**config.mk**
```make
export PLATFORM = sky130hd
export DESIGN_NAME = decoder_queued
export DESIGN_NICKNAME = d
export VERILOG_FILES = /design/src/rtl/decoder_queued_pkg.sv /design/src/rtl/decoder_fifo.sv /design/src/rtl/decoder_queued.sv
export SDC_FILE = /design/constraint.sdc
export NUM_CORES = 1
export LEC_CHECK = 0
export CAP_MARGIN = 20
export CELL_PAD_IN_SITES_DETAIL_PLACEMENT = 1
export CELL_PAD_IN_SITES_GLOBAL_PLACEMENT = 1
export CORE_MARGIN = 8
export CORE_UTILIZATION = 49
export DETAILED_ROUTE_END_ITERATION = 10
export MAX_ROUTING_LAYER = met4
export PLACE_DENSITY = 0.92
export SYNTH_ARGS = -nofsm -noshare
export SYNTH_HDL_FRONTEND = slang
export SYNTH_SLANG_ARGS = --single-unit
```
**constraint.sdc**
```tcl
create_clock -name d_clk -period 7.4 [get_ports d_clk]
set_input_delay 0.74 -clock d_clk [delete_from_list [all_inputs] [get_ports d_clk]]
set_output_delay 0.74 -clock d_clk [all_outputs]
set_load 0.01 [all_outputs]
```
**src/rtl/decoder_queued_pkg.sv**
```systemverilog
// Shared encodings for the queued RV32I decode stage: opcodes, funct3 values,
// one-hot ALU/opcode-class bit positions and exception bit indices.
package decoder_queued_pkg;

  localparam int unsigned ALU_WIDTH       = 14;
  localparam int unsigned OPCODE_WIDTH    = 11;
  localparam int unsigned EXCEPTION_WIDTH = 4;

  // One-hot ALU operation bit positions
  localparam int unsigned ALU_ADD  = 0;
  localparam int unsigned ALU_SUB  = 1;
  localparam int unsigned ALU_SLL  = 2;
  localparam int unsigned ALU_SLT  = 3;
  localparam int unsigned ALU_SLTU = 4;
  localparam int unsigned ALU_XOR  = 5;
  localparam int unsigned ALU_SRL  = 6;
  localparam int unsigned ALU_SRA  = 7;
  localparam int unsigned ALU_OR   = 8;
  localparam int unsigned ALU_AND  = 9;
  localparam int unsigned ALU_EQ   = 10;
  localparam int unsigned ALU_NE   = 11;
  localparam int unsigned ALU_GE   = 12;
  localparam int unsigned ALU_GEU  = 13;

  // One-hot opcode class bit positions
  localparam int unsigned OPC_LUI    = 0;
  localparam int unsigned OPC_AUIPC  = 1;
  localparam int unsigned OPC_JAL    = 2;
  localparam int unsigned OPC_JALR   = 3;
  localparam int unsigned OPC_BRANCH = 4;
  localparam int unsigned OPC_LOAD   = 5;
  localparam int unsigned OPC_STORE  = 6;
  localparam int unsigned OPC_ITYPE  = 7;
  localparam int unsigned OPC_RTYPE  = 8;
  localparam int unsigned OPC_FENCE  = 9;
  localparam int unsigned OPC_SYSTEM = 10;

  localparam int unsigned EXC_ILLEGAL    = 0;
  localparam int unsigned EXC_ECALL      = 1;
  localparam int unsigned EXC_EBREAK     = 2;
  localparam int unsigned EXC_MISALIGNED = 3;

  typedef enum logic [6:0] {
    OpLoad   = 7'b0000011,
    OpFence  = 7'b0001111,
    OpImm    = 7'b0010011,
    OpAuipc  = 7'b0010111,
    OpStore  = 7'b0100011,
    OpReg    = 7'b0110011,
    OpLui    = 7'b0110111,
    OpBranch = 7'b1100011,
    OpJalr   = 7'b1100111,
    OpJal    = 7'b1101111,
    OpSystem = 7'b1110011
  } opcode_e;

  localparam logic [2:0] F3_ADD  = 3'b000;
  localparam logic [2:0] F3_SLL  = 3'b001;
  localparam logic [2:0] F3_SLT  = 3'b010;
  localparam logic [2:0] F3_SLTU = 3'b011;
  localparam logic [2:0] F3_XOR  = 3'b100;
  localparam logic [2:0] F3_SR   = 3'b101;
  localparam logic [2:0] F3_OR   = 3'b110;
  localparam logic [2:0] F3_AND  = 3'b111;

  localparam logic [2:0] F3_BEQ  = 3'b000;
  localparam logic [2:0] F3_BNE  = 3'b001;
  localparam logic [2:0] F3_BLT  = 3'b100;
  localparam logic [2:0] F3_BGE  = 3'b101;
  localparam logic [2:0] F3_BLTU = 3'b110;
  localparam logic [2:0] F3_BGEU = 3'b111;

  localparam logic [2:0] F3_LB  = 3'b000;
  localparam logic [2:0] F3_LH  = 3'b001;
  localparam logic [2:0] F3_LW  = 3'b010;
  localparam logic [2:0] F3_LBU = 3'b100;
  localparam logic [2:0] F3_LHU = 3'b101;

  localparam logic [31:0] INSTR_ECALL  = 32'h0000_0073;
  localparam logic [31:0] INSTR_EBREAK = 32'h0010_0073;

  // Width-independent control part of the decoded bundle
  typedef struct packed {
    logic                       rd_we;
    logic [2:0]                 funct3;
    logic [ALU_WIDTH-1:0]       alu;
    logic [OPCODE_WIDTH-1:0]    opcode;
    logic [EXCEPTION_WIDTH-1:0] exc;
  } ctrl_t;

endpackage

```
**src/rtl/decoder_fifo.sv**
```systemverilog
// Circular instruction queue between fetch and decode; holds {pc, instr} pairs.
// DEPTH must be a power of two so pointers wrap by natural overflow.
module decoder_fifo #(
  parameter int unsigned WIDTH  = 64,
  parameter int unsigned DEPTH  = 4,
  localparam int unsigned PW    = $clog2(DEPTH),
  localparam int unsigned CW    = PW + 1
) (
  input  logic             d_clk,
  input  logic             d_rst,
  input  logic             push,
  input  logic             pop,
  input  logic             flush,
  input  logic [WIDTH-1:0] wdata,
  output logic [WIDTH-1:0] rdata,
  output logic [CW-1:0]    count
);

  logic [WIDTH-1:0] mem_q [DEPTH];
  logic [PW-1:0]    wr_ptr_q, wr_ptr_d;
  logic [PW-1:0]    rd_ptr_q, rd_ptr_d;
  logic [CW-1:0]    count_q, count_d;

  always_comb begin
    wr_ptr_d = wr_ptr_q;
    rd_ptr_d = rd_ptr_q;
    count_d  = count_q;
    if (flush) begin
      wr_ptr_d = '0;
      rd_ptr_d = '0;
      count_d  = '0;
    end else begin
      if (push) wr_ptr_d = wr_ptr_q + PW'(1);
      if (pop)  rd_ptr_d = rd_ptr_q + PW'(1);
      case ({push, pop})
        2'b10:   count_d = count_q + CW'(1);
        2'b01:   count_d = count_q - CW'(1);
        default: count_d = count_q;
      endcase
    end
  end

  always_ff @(posedge d_clk) begin
    if (d_rst) begin
      wr_ptr_q <= '0;
      rd_ptr_q <= '0;
      count_q  <= '0;
    end else begin
      wr_ptr_q <= wr_ptr_d;
      rd_ptr_q <= rd_ptr_d;
      count_q  <= count_d;
    end
  end

  // Storage needs no reset; occupancy alone says what is valid
  always_ff @(posedge d_clk) begin
    if (push && !flush && !d_rst) mem_q[wr_ptr_q] <= wdata;
  end

  assign rdata = mem_q[rd_ptr_q];
  assign count = count_q;

endmodule

```
**src/rtl/decoder_queued.sv**
```systemverilog
// RV32I decode stage: a small instruction queue feeding a registered decode
// bundle, with fetch backpressure, execute stall hold and flush.
module decoder_queued
  import decoder_queued_pkg::*;
#(
  parameter int unsigned DWIDTH   = 32,
  parameter int unsigned IWIDTH   = 32,
  parameter int unsigned AWIDTH   = 5,
  parameter int unsigned PC_WIDTH = 32,
  parameter int unsigned DEPTH    = 4,
  localparam int unsigned CWIDTH  = $clog2(DEPTH) + 1
) (
  input  logic                       d_clk,
  input  logic                       d_rst,
  input  logic                       d_i_valid,
  output logic                       d_o_ready,
  input  logic [IWIDTH-1:0]          d_i_instr,
  input  logic [PC_WIDTH-1:0]        d_i_pc,
  input  logic                       d_i_stall,
  input  logic                       d_i_flush,
  output logic                       d_o_valid,
  output logic [PC_WIDTH-1:0]        d_o_pc,
  output logic [AWIDTH-1:0]          d_o_addr_rs1,
  output logic [AWIDTH-1:0]          d_o_addr_rs2,
  output logic [AWIDTH-1:0]          d_o_addr_rd,
  output logic                       d_o_rd_we,
  output logic [DWIDTH-1:0]          d_o_imm,
  output logic [2:0]                 d_o_funct3,
  output logic [ALU_WIDTH-1:0]       d_o_alu,
  output logic [OPCODE_WIDTH-1:0]    d_o_opcode,
  output logic [EXCEPTION_WIDTH-1:0] d_o_exception,
  output logic [CWIDTH-1:0]          d_o_count
);

  logic                       push, pop;
  logic [CWIDTH-1:0]          count;
  logic [PC_WIDTH+IWIDTH-1:0] head;
  logic [PC_WIDTH-1:0]        head_pc;
  logic [31:0]                instr;

  assign d_o_ready = (count != CWIDTH'(DEPTH)) && !d_rst;
  assign push      = d_i_valid && d_o_ready && !d_i_flush;
  // The output register frees up when empty or when execute takes it this cycle
  assign pop       = (count != '0) && !d_i_flush && (!d_o_valid || !d_i_stall);

  decoder_fifo #(
    .WIDTH (PC_WIDTH + IWIDTH),
    .DEPTH (DEPTH)
  ) u_fifo (
    .d_clk (d_clk),
    .d_rst (d_rst),
    .push  (push),
    .pop   (pop),
    .flush (d_i_flush),
    .wdata ({d_i_pc, d_i_instr}),
    .rdata (head),
    .count (count)
  );

  assign head_pc = head[PC_WIDTH+IWIDTH-1:IWIDTH];
  assign instr   = head[31:0];

  logic [31:0] imm_i, imm_s, imm_b, imm_u, imm_j;

  assign imm_i = {{20{instr[31]}}, instr[31:20]};
  assign imm_s = {{20{instr[31]}}, instr[31:25], instr[11:7]};
  assign imm_b = {{19{instr[31]}}, instr[31], instr[7], instr[30:25], instr[11:8], 1'b0};
  assign imm_u = {instr[31:12], 12'b0};
  assign imm_j = {{11{instr[31]}}, instr[31], instr[19:12], instr[20], instr[30:21], 1'b0};

  ctrl_t       dec;
  logic [31:0] imm32;
  logic        illegal;
  logic        writes_rd;

  always_comb begin
    dec        = '0;
    imm32      = '0;
    illegal    = 1'b0;
    writes_rd  = 1'b0;
    dec.funct3 = instr[14:12];
    if (instr[1:0] != 2'b11) begin
      illegal = 1'b1;
    end else begin
      case (instr[6:0])
        OpLui: begin
          dec.opcode[OPC_LUI] = 1'b1;
          dec.alu[ALU_ADD]    = 1'b1;
          imm32               = imm_u;
          writes_rd           = 1'b1;
        end
        OpAuipc: begin
          dec.opcode[OPC_AUIPC] = 1'b1;
          dec.alu[ALU_ADD]      = 1'b1;
          imm32                 = imm_u;
          writes_rd             = 1'b1;
        end
        OpJal: begin
          dec.opcode[OPC_JAL] = 1'b1;
          dec.alu[ALU_ADD]    = 1'b1;
          imm32               = imm_j;
          writes_rd           = 1'b1;
        end
        OpJalr: begin
          dec.opcode[OPC_JALR] = 1'b1;
          dec.alu[ALU_ADD]     = 1'b1;
          imm32                = imm_i;
          writes_rd            = 1'b1;
        end
        OpBranch: begin
          dec.opcode[OPC_BRANCH] = 1'b1;
          imm32                  = imm_b;
          case (instr[14:12])
            F3_BEQ:  dec.alu[ALU_EQ]   = 1'b1;
            F3_BNE:  dec.alu[ALU_NE]   = 1'b1;
            F3_BLT:  dec.alu[ALU_SLT]  = 1'b1;
            F3_BGE:  dec.alu[ALU_GE]   = 1'b1;
            F3_BLTU: dec.alu[ALU_SLTU] = 1'b1;
            F3_BGEU: dec.alu[ALU_GEU]  = 1'b1;
            default: illegal           = 1'b1;
          endcase
        end
        OpLoad: begin
          dec.opcode[OPC_LOAD] = 1'b1;
          dec.alu[ALU_ADD]     = 1'b1;
          imm32                = imm_i;
          writes_rd            = 1'b1;
          case (instr[14:12])
            F3_LB, F3_LH, F3_LW, F3_LBU, F3_LHU: ;
            default: illegal = 1'b1;
          endcase
        end
        OpStore: begin
          dec.opcode[OPC_STORE] = 1'b1;
          dec.alu[ALU_ADD]      = 1'b1;
          imm32                 = imm_s;
          if (instr[14] || (instr[13:12] == 2'b11)) illegal = 1'b1;
        end
        OpImm: begin
          dec.opcode[OPC_ITYPE] = 1'b1;
          imm32                 = imm_i;
          writes_rd             = 1'b1;
          case (instr[14:12])
            F3_ADD:  dec.alu[ALU_ADD]  = 1'b1;
            F3_SLL:  dec.alu[ALU_SLL]  = 1'b1;
            F3_SLT:  dec.alu[ALU_SLT]  = 1'b1;
            F3_SLTU: dec.alu[ALU_SLTU] = 1'b1;
            F3_XOR:  dec.alu[ALU_XOR]  = 1'b1;
            F3_OR:   dec.alu[ALU_OR]   = 1'b1;
            F3_AND:  dec.alu[ALU_AND]  = 1'b1;
            default: begin
              if (instr[30]) dec.alu[ALU_SRA] = 1'b1;
              else           dec.alu[ALU_SRL] = 1'b1;
            end
          endcase
        end
        OpReg: begin
          dec.opcode[OPC_RTYPE] = 1'b1;
          writes_rd             = 1'b1;
          case (instr[14:12])
            F3_ADD: begin
              if (instr[30]) dec.alu[ALU_SUB] = 1'b1;
              else           dec.alu[ALU_ADD] = 1'b1;
            end
            F3_SLL:  dec.alu[ALU_SLL]  = 1'b1;
            F3_SLT:  dec.alu[ALU_SLT]  = 1'b1;
            F3_SLTU: dec.alu[ALU_SLTU] = 1'b1;
            F3_XOR:  dec.alu[ALU_XOR]  = 1'b1;
            F3_OR:   dec.alu[ALU_OR]   = 1'b1;
            F3_AND:  dec.alu[ALU_AND]  = 1'b1;
            default: begin
              if (instr[30]) dec.alu[ALU_SRA] = 1'b1;
              else           dec.alu[ALU_SRL] = 1'b1;
            end
          endcase
        end
        OpFence: dec.opcode[OPC_FENCE] = 1'b1;
        OpSystem: begin
          dec.opcode[OPC_SYSTEM] = 1'b1;
          if (instr == INSTR_ECALL)       dec.exc[EXC_ECALL]  = 1'b1;
          else if (instr == INSTR_EBREAK) dec.exc[EXC_EBREAK] = 1'b1;
          else                            illegal             = 1'b1;
        end
        default: illegal = 1'b1;
      endcase
    end

    // Illegal words still travel down the pipe, but carry no side effects
    if (illegal) begin
      dec.alu              = '0;
      dec.opcode           = '0;
      imm32                = '0;
      writes_rd            = 1'b0;
      dec.exc[EXC_ILLEGAL] = 1'b1;
    end
    dec.rd_we               = writes_rd && (instr[11:7] != 5'd0);
    dec.exc[EXC_MISALIGNED] = (head_pc[1:0] != 2'b00);
  end

  logic                valid_q;
  logic [PC_WIDTH-1:0] pc_q;
  logic [AWIDTH-1:0]   rs1_q, rs2_q, rd_q;
  logic [DWIDTH-1:0]   imm_q;
  ctrl_t               ctrl_q;

  always_ff @(posedge d_clk) begin
    if (d_rst) begin
      valid_q <= 1'b0;
      pc_q    <= '0;
      rs1_q   <= '0;
      rs2_q   <= '0;
      rd_q    <= '0;
      imm_q   <= '0;
      ctrl_q  <= '0;
    end else if (d_i_flush) begin
      valid_q <= 1'b0;
    end else if (pop) begin
      valid_q <= 1'b1;
      pc_q    <= head_pc;
      rs1_q   <= AWIDTH'(instr[19:15]);
      rs2_q   <= AWIDTH'(instr[24:20]);
      rd_q    <= AWIDTH'(instr[11:7]);
      imm_q   <= DWIDTH'($signed(imm32));
      ctrl_q  <= dec;
    end else if (!d_i_stall) begin
      valid_q <= 1'b0;
    end
  end

  assign d_o_valid     = valid_q;
  assign d_o_pc        = pc_q;
  assign d_o_addr_rs1  = rs1_q;
  assign d_o_addr_rs2  = rs2_q;
  assign d_o_addr_rd   = rd_q;
  assign d_o_rd_we     = ctrl_q.rd_we;
  assign d_o_imm       = imm_q;
  assign d_o_funct3    = ctrl_q.funct3;
  assign d_o_alu       = ctrl_q.alu;
  assign d_o_opcode    = ctrl_q.opcode;
  assign d_o_exception = ctrl_q.exc;
  assign d_o_count     = count;

endmodule

```
======== Word-level counts from Yosys, hierarchy flattened ========
Memories as Yosys holds them, arrays and structs flattened. A register that Yosys moved wholly into a read port is not among the register bits.
Cells that the tools add are included.
cells by class
  multiplexer cells ....................... 57
  bitwise operators ....................... 1
  eq/ne operators ......................... 26
  reductions and logical operators ........ 30
  $add $sub $neg .......................... 4
operators by type and width
  operator              count
  $pmux 32 s5           1
  $mux 32               2
  $mux 25               2
  $mux 1                40
  $eq 32x21->1 const B  1
  $eq 32x7->1 const B   1
  $eq 7x7->1 const B    4
  $eq 7x6->1 const B    3
  $reduce_or 7->1       3
  $eq 7x5->1 const B    2
  $eq 3x3->1 const B    4
  $mux 2                6
  $reduce_or 6->1       2
  $logic_and 1x1->1     8
  $eq 7x2->1 const B    1
  $eq 7x4->1 const B    1
  $eq 3x2->1 const B    2
  $pmux 3 s2            1
  $reduce_or 2->1       3
  $mux 5                1
  $pmux 1 s5            1
  $reduce_bool 5->1     1
  $reduce_or 5->1       1
  $add 2x1->2 const B   2
  other kinds (19)      25
storage, ports and cells
  flip-flop bits (word level) ............. 120
  memory bits (writable) .................. 256
  memories kept ........................... 1
  bits of input ports ..................... 69
  word-level logic and storage cells ...... 133
memory list
  memory        words  width  read ports  clocked after memory_dff  write ports  RTL line            text
  u_fifo.mem_q  4      64     1           1                         1            decoder_fifo.sv:19  logic [WIDTH-1:0] mem_q [DEPTH];

======== Longest topological paths before layout ========
Gate-level depths: netlist (run 1).
  word-level depth ........................ 8
  depth in mapped cells ................... 11

======== Cells and area by module ========
Synthesis (run 1) repeated with hierarchy kept, for this count alone.
second synthesis, totals
  cell total of the unflattened synthesis .. 933
  area, all modules ....................... 14192.4 µm²
by module, submodules not included
  module          cells an instance  instances  area each (µm²)
  decoder_fifo    377                1          9733.1
  decoder_queued  556                1          4459.3

======== Least setup slack after synthesis (run 1) ========
OpenSTA, ideal clock, no wires.
  path type ............................... input-to-reg
  from .................................... input port d_rst
  to ...................................... memory u_fifo.mem_q[0][0], enable pin
  arrival ................................. 3.120 ns
  stages on the path ...................... 5
  required time ........................... 6.971 ns
  buffers on the path ..................... 2
  path slack .............................. 3.851 ns
  path through ............................ clkbuf_1 -> or2_2 -> clkbuf_1 -> nor2_1 -> and2_1
between the ends
  cells in the longest elaborated chain, start to end .. 8
RTL lines
  what                              RTL line                                  text
  start, declared                   decoder_queued.sv:14                      input logic d_rst,
  $logic_not 1->1 (*)               decoder_fifo.sv:57, decoder_queued.sv:41
  $logic_and 1x1->1                 decoder_queued.sv:41                      assign d_o_ready = (count != CWIDTH'(DEPTH)) && !d_rst;
  $logic_and 1x1->1 (2 in series)   decoder_queued.sv:42                      assign push = d_i_valid && d_o_ready && !d_i_flush;
  $logic_and 1x1->1                 decoder_fifo.sv:57                        if (push && !flush && !d_rst) mem_q[wr_ptr_q] <= wdata;
  $logic_and 1x1->1 (*)             decoder_fifo.sv:57
  $mux 1 (*)                        decoder_fifo.sv:57
  $mux 1 (not written as such) (*)  decoder_fifo.sv:57
  end, declared                     decoder_fifo.sv:19
Mark *: on every way between the ends. The rest lies on a longest branch, timed or not.

==> results.py, run 1 <==
metrics = {
    "global_route": {
        "grt_max_degree": 68,
        "grt_pass1_vias": 9797,
        "antenna_found_initial": 4,
        "grt_overflow": 0,
        "grt_usage_pct": 22.6,
        "met1_usage_pct": 26.8,
        "met2_usage_pct": 38.6,
        "top_usage_layer": "met2",
        "grt_util_met3_pct": 4.38,
        "grt_pass1_wl_mm": 59.7,
    },
    "worst_hold_path": {
        "hold_path_depth": 2,
        "min_path_type": "reg -> reg",
        "hp-start": "d_o_pc[20]$_SDFFE_PP0P_",
        "min_to": "d_o_pc[20]$_SDFFE_PP0P_",
    },
    "synth": {
        "ys_ff_latch": 378,
        "synth_top_cell_by_area": "edfxtp_1",
        "syn_area_per_cell_um2": 15.6,
        "async_reset_ff_share_pct": 0,
        "synth_top_area_share_pct": 54.0,
        "yosys_warnings": 0,
        "synth.area.top_cells": "edfxtp_1, dfxtp_1, mux4_2",
        "synthFlopType": "edfxtp_1",
        "syn_area_um2": 14200,
        "synth.net_count": 990,
        "synthCells": 915,
        "yosysSeqAreaShare_pct": 71.1,
        "synth_edf_count": 256,
        "synth_cell_types": 51,
    },
    "final_layout": {
        "final_area_um2": 17700,
        "drive_gt1_share_pct": 13.4,
        "mostFrequentLayoutCell": "edfxtp_1",
        "fillerInstances": 2653,
        "fin_nets": 1168,
        "multi_input_area_um2": 3810,
        "layout_common_cells": "edfxtp_1, clkdlybuf4s50_1, nand2_1",
        "area_growth_pct": 24.2,
        "final-seq-area_um2": 10100,
    },
    "critical_path": {
        "r2r_end": "d_o_imm[10]$_SDFFE_PP0P_",
        "cp_data_arrival_time_ns": 4.54,
        "cp_cell_sequence": "buf_4 -> mux4_2 -> nor2_1 -> nand4_1 -> a2bb2oi_1 -> nor3_4 -> buf_4 -> a41o_1",
        "cp_data_required_time_ns": 7.86,
        "reg2reg_depth": 8,
        "cp_max_fo": 41,
        "cp_slowest_stage_delay_ns": 0.93,
        "critPathBufInv": 2,
        "cp_slowest_cell": "dfxtp_4",
        "criticalPathCategory": "reg -> reg",
        "r2r_slack_ns": 3.32,
        "critPathTopFamily": "buffers and inverters",
        "crit_path_frequent_cell": "buf_4",
        "endpoint_kind": "flip-flop",
        "critPathLaunchType": "flip-flop",
    },
    "route": {
        "wl_mm": 39.3,
        "drt.antenna.violating_nets": 0,
        "vias_per_cell": 5.92,
        "routed-via-count": 8953,
        "wire_per_inst_um": 26.0,
        "drcViolationCount": 0,
        "firstDrtPassIters": 7,
        "drt-initial-drc-count": 729,
    },
    "clock_network": {
        "cts_resized": 0,
        "cts_hold_buf": 0,
        "cts_sinks": 378,
        "ctsRootBufferMaster": "clkbuf_16",
        "clk-insertion-delay-late_ns": 0.53,
        "cts_max_level": 2,
        "postCtsSetupBuffers": 0,
        "cts_tree": "done",
        "cts_buffer_depth": 3,
        "cts-buffers-inserted": 40,
        "path_clk_slew_ns": 0.06,
    },
    "floorplanning": {
        "rows": 62,
        "ios": 186,
        "core_area_um2": 28700,
        "die_x_um": 187,
        "initial_core_util_pct": 49.6,
        "die_area_um2": 34800,
        "die-height_um": 187,
    },
    "placed_design": {
        "port_buffers": 185,
        "gp_congestion": 0.903,
        "placed_cell_area_um2": 16400,
        "dp_hpwl_mm": 25.1,
    },
    "pwr": {
        "power_density_nw_per_um2": 248,
        "p_leak_nw": 5.84,
        "ir_worst_vdd_uv": 227,
    },
    "timing": {
        "fin_crit_ns": 4.08,
        "worst_slew_pin_slew_ns": 1.05,
        "grt_setup_unrepaired": "no",
        "fin_crit_sh_pct": 55.2,
        "hold_viol_final": 0,
        "skew_ns": 0.0126,
        "setup_tns_ns": 0,
        "report.final.slew_viol_count": 0,
        "final-setup-viol-count": 0,
        "maxSlewHeadroom_pct": 30.2,
        "max_freq_mhz": 245,
    },
    "job": {
        "maxCapViolations": 0,
    },
    "run_status": {
        "status": "finished clean",
    },
}
-- power breakdown --
group	internal (W)	leakage [nW]	total (W)	switching, W
Combinational	0.0000647	1.91	0.000152	0.0000871
Clock	0.00116	0.636	0.00196	0.000804
Sequential	0.00227	3.30	0.00228	0.00000893
Total	0.00349	5.84	0.00439	0.000900
-- layout make-up --
| type | instances | area share, % |
|---|---|---|
| tap | 384 | 2.72 |
| antenna | 4 | 0.0566 |
| multi-input combinational | 464 | 21.5 |
| inverter | 15 | 0.318 |
| clock inverter | 14 | 0.728 |
| sequential | 378 | 57.3 |
| timing repair buffer | 194 | 10.8 |
| clock buffer | 60 | 6.54 |
-- stage by stage --
stage               cells  hold WS (ns)  util (%)  total power, W  setup WS (ns)
finish               1513         0.458      61.6         0.00439           3.32
global placement     1433         0.443      57.1         0.00247           3.25
floorplan             915         0.469         -         0.00239           3.85
CTS                  1507         0.459      61.6         0.00442           3.16
global route         1513         0.480      61.6         0.00451           2.98
detailed placement   1433         0.452      57.1         0.00248           3.10
-- worst max path at each step --
stage                                              end  slack (ns)  cells after the start
after CTS                     d_o_imm[15]$_SDFFE_PP0P_        3.16                      6
after detailed placement    d_o_opcode[2]$_SDFFE_PP0P_        3.10                      9
after global placement      d_o_opcode[0]$_SDFFE_PP0P_        3.25                      9
final                         d_o_imm[10]$_SDFFE_PP0P_        3.32                      8
after floorplan           u_fifo.mem_q[0][0]$_DFFE_PP_        3.85                      5
after global routing          d_o_imm[10]$_SDFFE_PP0P_        2.98                      8
-- state kept, by name, indices dropped and copies added, names as in the netlist, 5 cells and up, named ones only --
signal,cells
d_o_addr_rs2,5
d_o_pc,32
d_o_opcode,11
u_fifo.mem_q,256
d_o_imm,32
d_o_addr_rs1,5
d_o_alu,14
d_o_addr_rd,5
-- worst reg2reg max path: stages, from the launching register on --
cell and delay (ns):
dfxtp_4 0.93, buf_4 0.58, mux4_2 0.73, nor2_1 0.35, nand4_1 0.18, a2bb2oi_1 0.20
nor3_4 0.27, buf_4 0.47, a41o_1 0.30
-- per-layer routing --
| layer | routed length, um | up-vias |
|---|---|---|
| li1 | - | 3890 |
| met1 | 15700 | 4628 |
| met2 | 20300 | 362 |
| met3 | 2250 | 73 |
| met4 | 1120 | 0 |
| met5 | 0 | - |
-- synthesized netlist by cell type (2+ instances only) --
cell type / count
nand3_1: 8
clkbuf_1: 36
nor2b_1: 3
or4_4: 2
nand2b_1: 3
nand2_1: 123
xor2_1: 4
mux4_2: 63
a22oi_1: 6
inv_1: 15
nor2_1: 39
edfxtp_1: 256
xnor2_1: 2
a32oi_1: 4
a41o_1: 6
or2_2: 2
mux2i_1: 2
buf_6: 6
a32o_1: 39
ha_1: 5
and3_1: 2
or4_1: 2
buf_1: 10
buf_2: 6
dfxtp_1: 122
nor3_1: 9
a21oi_1: 64
o21ai_0: 6
and2_1: 17
mux2_2: 2
a21o_1: 19
a22o_1: 8
nor4_1: 3
nand4_1: 4
-- logic make-up after synthesis --
| family | Yosys count | synth area share (%) |
|---|---|---|
| flops | 378 | 71.1 |
| simple gates | 223 | 7.03 |
| compound gates | 161 | 8.18 |
| buf+inv | 73 | 2.29 |
| mux | 68 | 10.4 |
| xor+xnor | 6 | 0.369 |
| fa+ha+maj | 6 | 0.580 |
(Power assumes the default switching activity.)
==> run 2, diff against run 1 <==
Settings changed: CORE_UTILIZATION 49 to 46, PLACE_DENSITY 0.92 to 0.87.
Clock period 7.4 ns to 4.24 ns, I/O delays scaled along.
==> run 2 against run 1 <==
First-iteration DRC count fell by 10%. Critical path type unchanged. Sequential cell count did not move. Fmax rose by 2.7%. Clock skew rose by 0.0013 ns. Largest cell class unchanged. Clock power rose by 80%. Non-clock buffer count rose by 11. Utilization fell by 3.1 points. Cell area rose by 0.89%. Critical path depth fell by 1. Cell count rose by 1.5%. Critical endpoint is now d_o_imm[22]$_SDFFE_PP0P_.
==> results.py, run 2 (synthesis gave the netlist of run 1 again) <==
metrics = {
    "run_status": {
        "status": "finished clean",
    },
    "clock_network": {
        "clk-insertion-delay-late_ns": 0.52,
        "cts_tree": "done",
        "cts_hold_buf": 0,
        "cts-buffers-inserted": 39,
        "cts_max_level": 2,
        "ctsRootBufferMaster": "clkbuf_16",
        "cts_buffer_depth": 3,
        "path_clk_slew_ns": 0.06,
        "cts_sinks": 378,
        "postCtsSetupBuffers": 0,
        "cts_resized": 0,
    },
    "pwr": {
        "ir_worst_vdd_uv": 332,
        "power_density_nw_per_um2": 436,
        "p_leak_nw": 5.92,
        "total_power_w": 0.00778,
    },
    "placed_design": {
        "port_buffers": 185,
        "gp_congestion": 0.880,
        "dp_hpwl_mm": 26.9,
        "dpl.cell_count": 1458,
    },
    "worst_hold_path": {
        "min_path_type": "in -> reg",
    },
    "global_route": {
        "grt_pass1_vias": 9816,
        "grt_overflow": 0,
        "grt_pass1_wl_mm": 61.4,
        "antenna_found_initial": 6,
        "grt_max_degree": 67,
        "grt_usage_pct": 22.6,
    },
    "timing": {
        "fin_crit_sh_pct": 93.8,
        "hold_viol_final": 0,
        "maxSlewHeadroom_pct": 28.0,
        "setup_tns_ns": 0,
        "max_freq_mhz": 251,
        "final-setup-viol-count": 0,
        "report.final.slew_viol_count": 0,
        "skew_ns": 0.0139,
        "worst_slew_pin_slew_ns": 1.08,
        "fin_crit_ns": 3.98,
        "grt_setup_unrepaired": "no",
    },
    "final_layout": {
        "regMostFlops": "u_fifo.mem_q",
        "final-seq-area_um2": 10100,
        "fillerInstances": 2827,
        "multi_input_area_um2": 3810,
        "mostFrequentLayoutCell": "edfxtp_1",
        "finalNonFillerCells": 1535,
        "area_growth_pct": 25.3,
        "fin_nets": 1178,
        "largest_register_ffs": 256,
        "layout_common_cells": "edfxtp_1, clkdlybuf4s50_1, nand2_1",
        "drive_gt1_share_pct": 14.0,
        "fin_util_pct": 58.5,
    },
    "route": {
        "wire_per_inst_um": 26.9,
        "wl_mm": 41.2,
        "drcViolationCount": 0,
        "routed-via-count": 8943,
        "drt.antenna.violating_nets": 0,
        "vias_per_cell": 5.83,
        "firstDrtPassIters": 5,
        "drt-initial-drc-count": 653,
    },
    "critical_path": {
        "cp_max_fo": 25,
        "critPathLaunchType": "flip-flop",
        "endpoint_kind": "flip-flop",
        "cp_data_arrival_time_ns": 4.43,
        "criticalPathCategory": "reg -> reg",
        "cp_data_required_time_ns": 4.70,
    },
    "floorplanning": {
        "initial_core_util_pct": 46.7,
        "core_area_um2": 30500,
        "rows": 64,
        "die_area_um2": 36900,
        "die-height_um": 192,
        "ios": 186,
        "die_x_um": 192,
    },
    "job": {
        "maxCapViolations": 0,
    },
}
run 2: cell count changes in the layout (fill, tap and decap cells not counted), moves of 2 or more:
cell       change
clkbuf_16      +2
inv_6          -2
clkbuf_1       -2
diode_2        +2
buf_4         +12
clkinv_2       -4
clkinv_1       +2
run 2: routing by layer:
| metal | vias up | track usage (%) | part of all wire, % |
|---|---|---|---|
| li1 | 3900 | - | - |
| met1 | 4592 | 26.8 | 39 |
| met2 | 368 | 37.7 | 50 |
| met3 | 83 | 5.37 | 7.6 |
| met4 | 0 | 7.90 | 3.1 |
| met5 | - | - | 0 |
run 2: cell type report:
class | count | share of cell area [%]
antenna | 6 | 0.0841
clock buffer | 60 | 6.72
clock inverter | 11 | 0.708
inverter | 15 | 0.315
multi-input combinational | 464 | 21.4
sequential | 378 | 56.8
tap | 396 | 2.78
timing repair buffer | 205 | 11.3
run 2: through the flow:
step,hold WS [ns],instance area [um2],setup slack [ns]
6_report,0.428,17900,0.264
3_5_place_dp,0.449,16500,0.332
4_1_cts,0.404,17800,0.268
5_1_grt,0.437,17900,0.0906
2_1_floorplan,0.469,14200,1.01
3_3_place_gp,0.440,16500,0.437
run 2: worst max-delay path: stages (launching register included):
cell	delay, ns
dfxtp_4	0.56
mux4_2	0.63
or4_4	0.57
or4_4	0.57
a2bb2oi_1	0.21
nor3_4	0.73
buf_4	0.41
a32o_1	0.23
run 2: path summary, 6_finish.rpt:
path | from | to | slack [ns] | cells after the start
setup / recovery | flip-flop | d_o_imm[22]$_SDFFE_PP0P_ | 0.26 | 7
hold / removal | d_rst | u_fifo.count[2]$_SDFFE_PP0P_ | 0.43 | 3
setup reg to reg | flip-flop | d_o_imm[22]$_SDFFE_PP0P_ | 0.26 | 7
hold reg to reg | d_o_pc[30]$_SDFFE_PP0P_ | d_o_pc[30]$_SDFFE_PP0P_ | 0.45 | 2
run 2: report_power, final:
group          total (W)  switching, W  internal [W]
logic           0.000275      0.000159      0.000116
registers        0.00398     0.0000150       0.00397
clock network    0.00352       0.00139       0.00213
total            0.00778       0.00156       0.00622
==> run 3, diff against run 2 <==
Clock period 4.24 ns to 3.7 ns, I/O delays scaled along.
==> run 3 against run 2 <==
Wire length barely moved. Clock skew rose by 0.0012 ns. Register-to-register slack barely moved. Critical path depth rose by 2. Fmax rose by 16%. Cell count rose by 0.65%. Sequential cell count did not move. Count of clock-buffer cells in the layout rose by 4. Clock power rose by 13%. Critical path type unchanged.
==> results.py, run 3 (synthesis gave the netlist of run 1 again) <==
metrics = {
    "run_status": {
        "status": "finished clean",
    },
    "timing": {
        "setup_tns_ns": 0,
        "hold_viol_final": 0,
        "worst_slew_pin_slew_ns": 1.08,
        "timing.hold.ws_ns": 0.377,
        "fin_crit_sh_pct": 93.0,
        "fin_crit_ns": 3.44,
        "max_freq_mhz": 291,
        "skew_ns": 0.0151,
        "report.final.slew_viol_count": 0,
        "final-setup-viol-count": 0,
        "grt_setup_unrepaired": "no",
        "maxSlewHeadroom_pct": 27.5,
    },
    "pwr": {
        "p_int_w": 0.00708,
        "combPwrFrac_pct": 3.6,
        "power_density_nw_per_um2": 494,
        "sw_frac_of_total_pct": 20.3,
        "power.share.clock_pct": 44.9,
        "p_sw_w": 0.00180,
        "p_leak_nw": 5.99,
        "pwr-share-seq_pct": 51.4,
        "ir_worst_vdd_uv": 419,
    },
    "critical_path": {
        "cp_slowest_stage_delay_ns": 0.58,
        "cp_slowest_cell": "mux4_2",
        "r2r_slack_ns": 0.26,
        "endpoint_kind": "flip-flop",
        "critPathLaunchType": "flip-flop",
        "crit_path_frequent_cell": "buf_4",
        "criticalPathCategory": "reg -> reg",
        "reg2reg_depth": 9,
        "cp_cell_sequence": "buf_4 -> mux4_2 -> a2111oi_0 -> buf_4 -> nand4_1 -> a2bb2oi_1 -> nor3_4 -> buf_12 -> a41o_1",
        "cp_data_required_time_ns": 4.16,
        "cp_max_fo": 40,
        "cp_data_arrival_time_ns": 3.90,
    },
    "floorplanning": {
        "rows": 64,
        "core_area_um2": 30500,
        "die-height_um": 192,
        "die_area_um2": 36900,
        "ios": 186,
        "initial_core_util_pct": 46.7,
        "die_x_um": 192,
    },
    "final_layout": {
        "mostFrequentLayoutCell": "edfxtp_1",
        "final_area_um2": 18000,
        "layout_common_cells": "edfxtp_1, clkdlybuf4s50_1, nand2_1",
        "area_growth_pct": 26.2,
        "fin_nets": 1188,
        "drive_gt1_share_pct": 15.1,
        "regMostFlops": "u_fifo.mem_q",
        "largest_register_ffs": 256,
    },
    "route": {
        "wire_per_inst_um": 26.7,
        "wl_mm": 41.2,
        "drt.antenna.violating_nets": 0,
        "drt-initial-drc-count": 570,
        "routed-via-count": 9025,
        "top_layer_used": "met4",
        "firstDrtPassIters": 6,
        "drt-met1-wl_mm": 16.3,
        "wl_met2_mm": 20.6,
        "vias_per_cell": 5.84,
        "drcViolationCount": 0,
        "wl_met3_mm": 2.82,
    },
    "global_route": {
        "antenna_found_initial": 4,
        "grt_usage_pct": 22.7,
        "grt_overflow": 0,
        "grt_max_degree": 69,
        "grt_pass1_vias": 9729,
        "grt_pass1_wl_mm": 61.2,
    },
    "placed_design": {
        "dp_hpwl_mm": 27.6,
        "port_buffers": 185,
        "gp_congestion": 0.880,
        "placed_cell_area_um2": 16600,
    },
    "clock_network": {
        "cts_hold_buf": 0,
        "cts_resized": 0,
        "clk-insertion-delay-late_ns": 0.53,
        "path_clk_slew_ns": 0.06,
        "cts_tree": "done",
        "cts_buffer_depth": 3,
        "ctsRootBufferMaster": "clkbuf_16",
        "cts_max_level": 2,
        "cts-buffers-inserted": 40,
        "cts_sinks": 378,
        "postCtsSetupBuffers": 0,
    },
    "job": {
        "maxCapViolations": 0,
    },
    "worst_hold_path": {
        "hold_path_depth": 3,
        "min_path_type": "in -> reg",
    },
}
[run 3: cell count changes in the layout (fill, tap and decap cells not counted), moves of 2 or more]
| cell | previous run | this run |
|---|---|---|
| buf_4 | 19 | 23 |
| clkbuf_1 | 11 | 13 |
| clkinv_2 | 3 | 5 |
| diode_2 | 6 | 4 |
| buf_12 | 1 | 5 |
| clkinv_1 | 4 | 0 |
[run 3: final timing paths]
kind | start | end
max | flip-flop | d_o_imm[6]$_SDFFE_PP0P_
min | d_rst | u_fifo.wr_ptr_q[1]$_SDFFE_PP0P_
max reg2reg | flip-flop | d_o_imm[6]$_SDFFE_PP0P_
min reg2reg | d_o_pc[23]$_SDFFE_PP0P_ | d_o_pc[23]$_SDFFE_PP0P_
[run 3: final cells by class]
cell class | count | area [um2]
inverter | 15 | 56.3
fill | 2812 | 12500
tap | 396 | 495
clock buffer | 64 | 1210
timing repair buffer | 214 | 2140
antenna | 4 | 10.0
multi-input combinational | 464 | 3810
clock inverter | 10 | 120
sequential | 378 | 10100
[run 3: per-stage QoR]
| step | std cells | utilization (%) | power [W] | setup WS (ns) |
|---|---|---|---|---|
| floorplan | 915 | - | 0.00478 | 0.521 |
| global placement | 1466 | 54.5 | 0.00495 | 0.377 |
| detailed placement | 1466 | 54.5 | 0.00497 | 0.246 |
| CTS | 1540 | 58.8 | 0.00895 | 0.190 |
| global route | 1545 | 58.9 | 0.00912 | 0.0481 |
| finish | 1545 | 58.9 | 0.00888 | 0.261 |
[run 3: worst max-delay path: cells and delay by family, from the launching register on]
| family | cells | cell delay [ns] |
|---|---|---|
| AOI/OAI and AO/OA | 3 | 0.90 |
| buffers and inverters | 3 | 0.87 |
| muxes | 1 | 0.58 |
| DFF | 1 | 0.52 |
| and+or+nand+nor | 2 | 0.47 |
[run 3: power groups by stage]
stage	Sequential [W]	Clock [W]	Combinational, W
after floorplan	0.00465	0	0.000125
after global placement	0.00465	0	0.000303
after detailed placement	0.00465	0	0.000319
after CTS	0.00456	0.00406	0.000323
after global routing	0.00456	0.00421	0.000344
final	0.00456	0.00399	0.000324
[run 3: metal layers]
metal  up-vias  track usage (%)
met5         -                -
met4         0             8.73
met3        98             5.03
met2       370             37.8
met1      4629             26.8
li1       3928                -
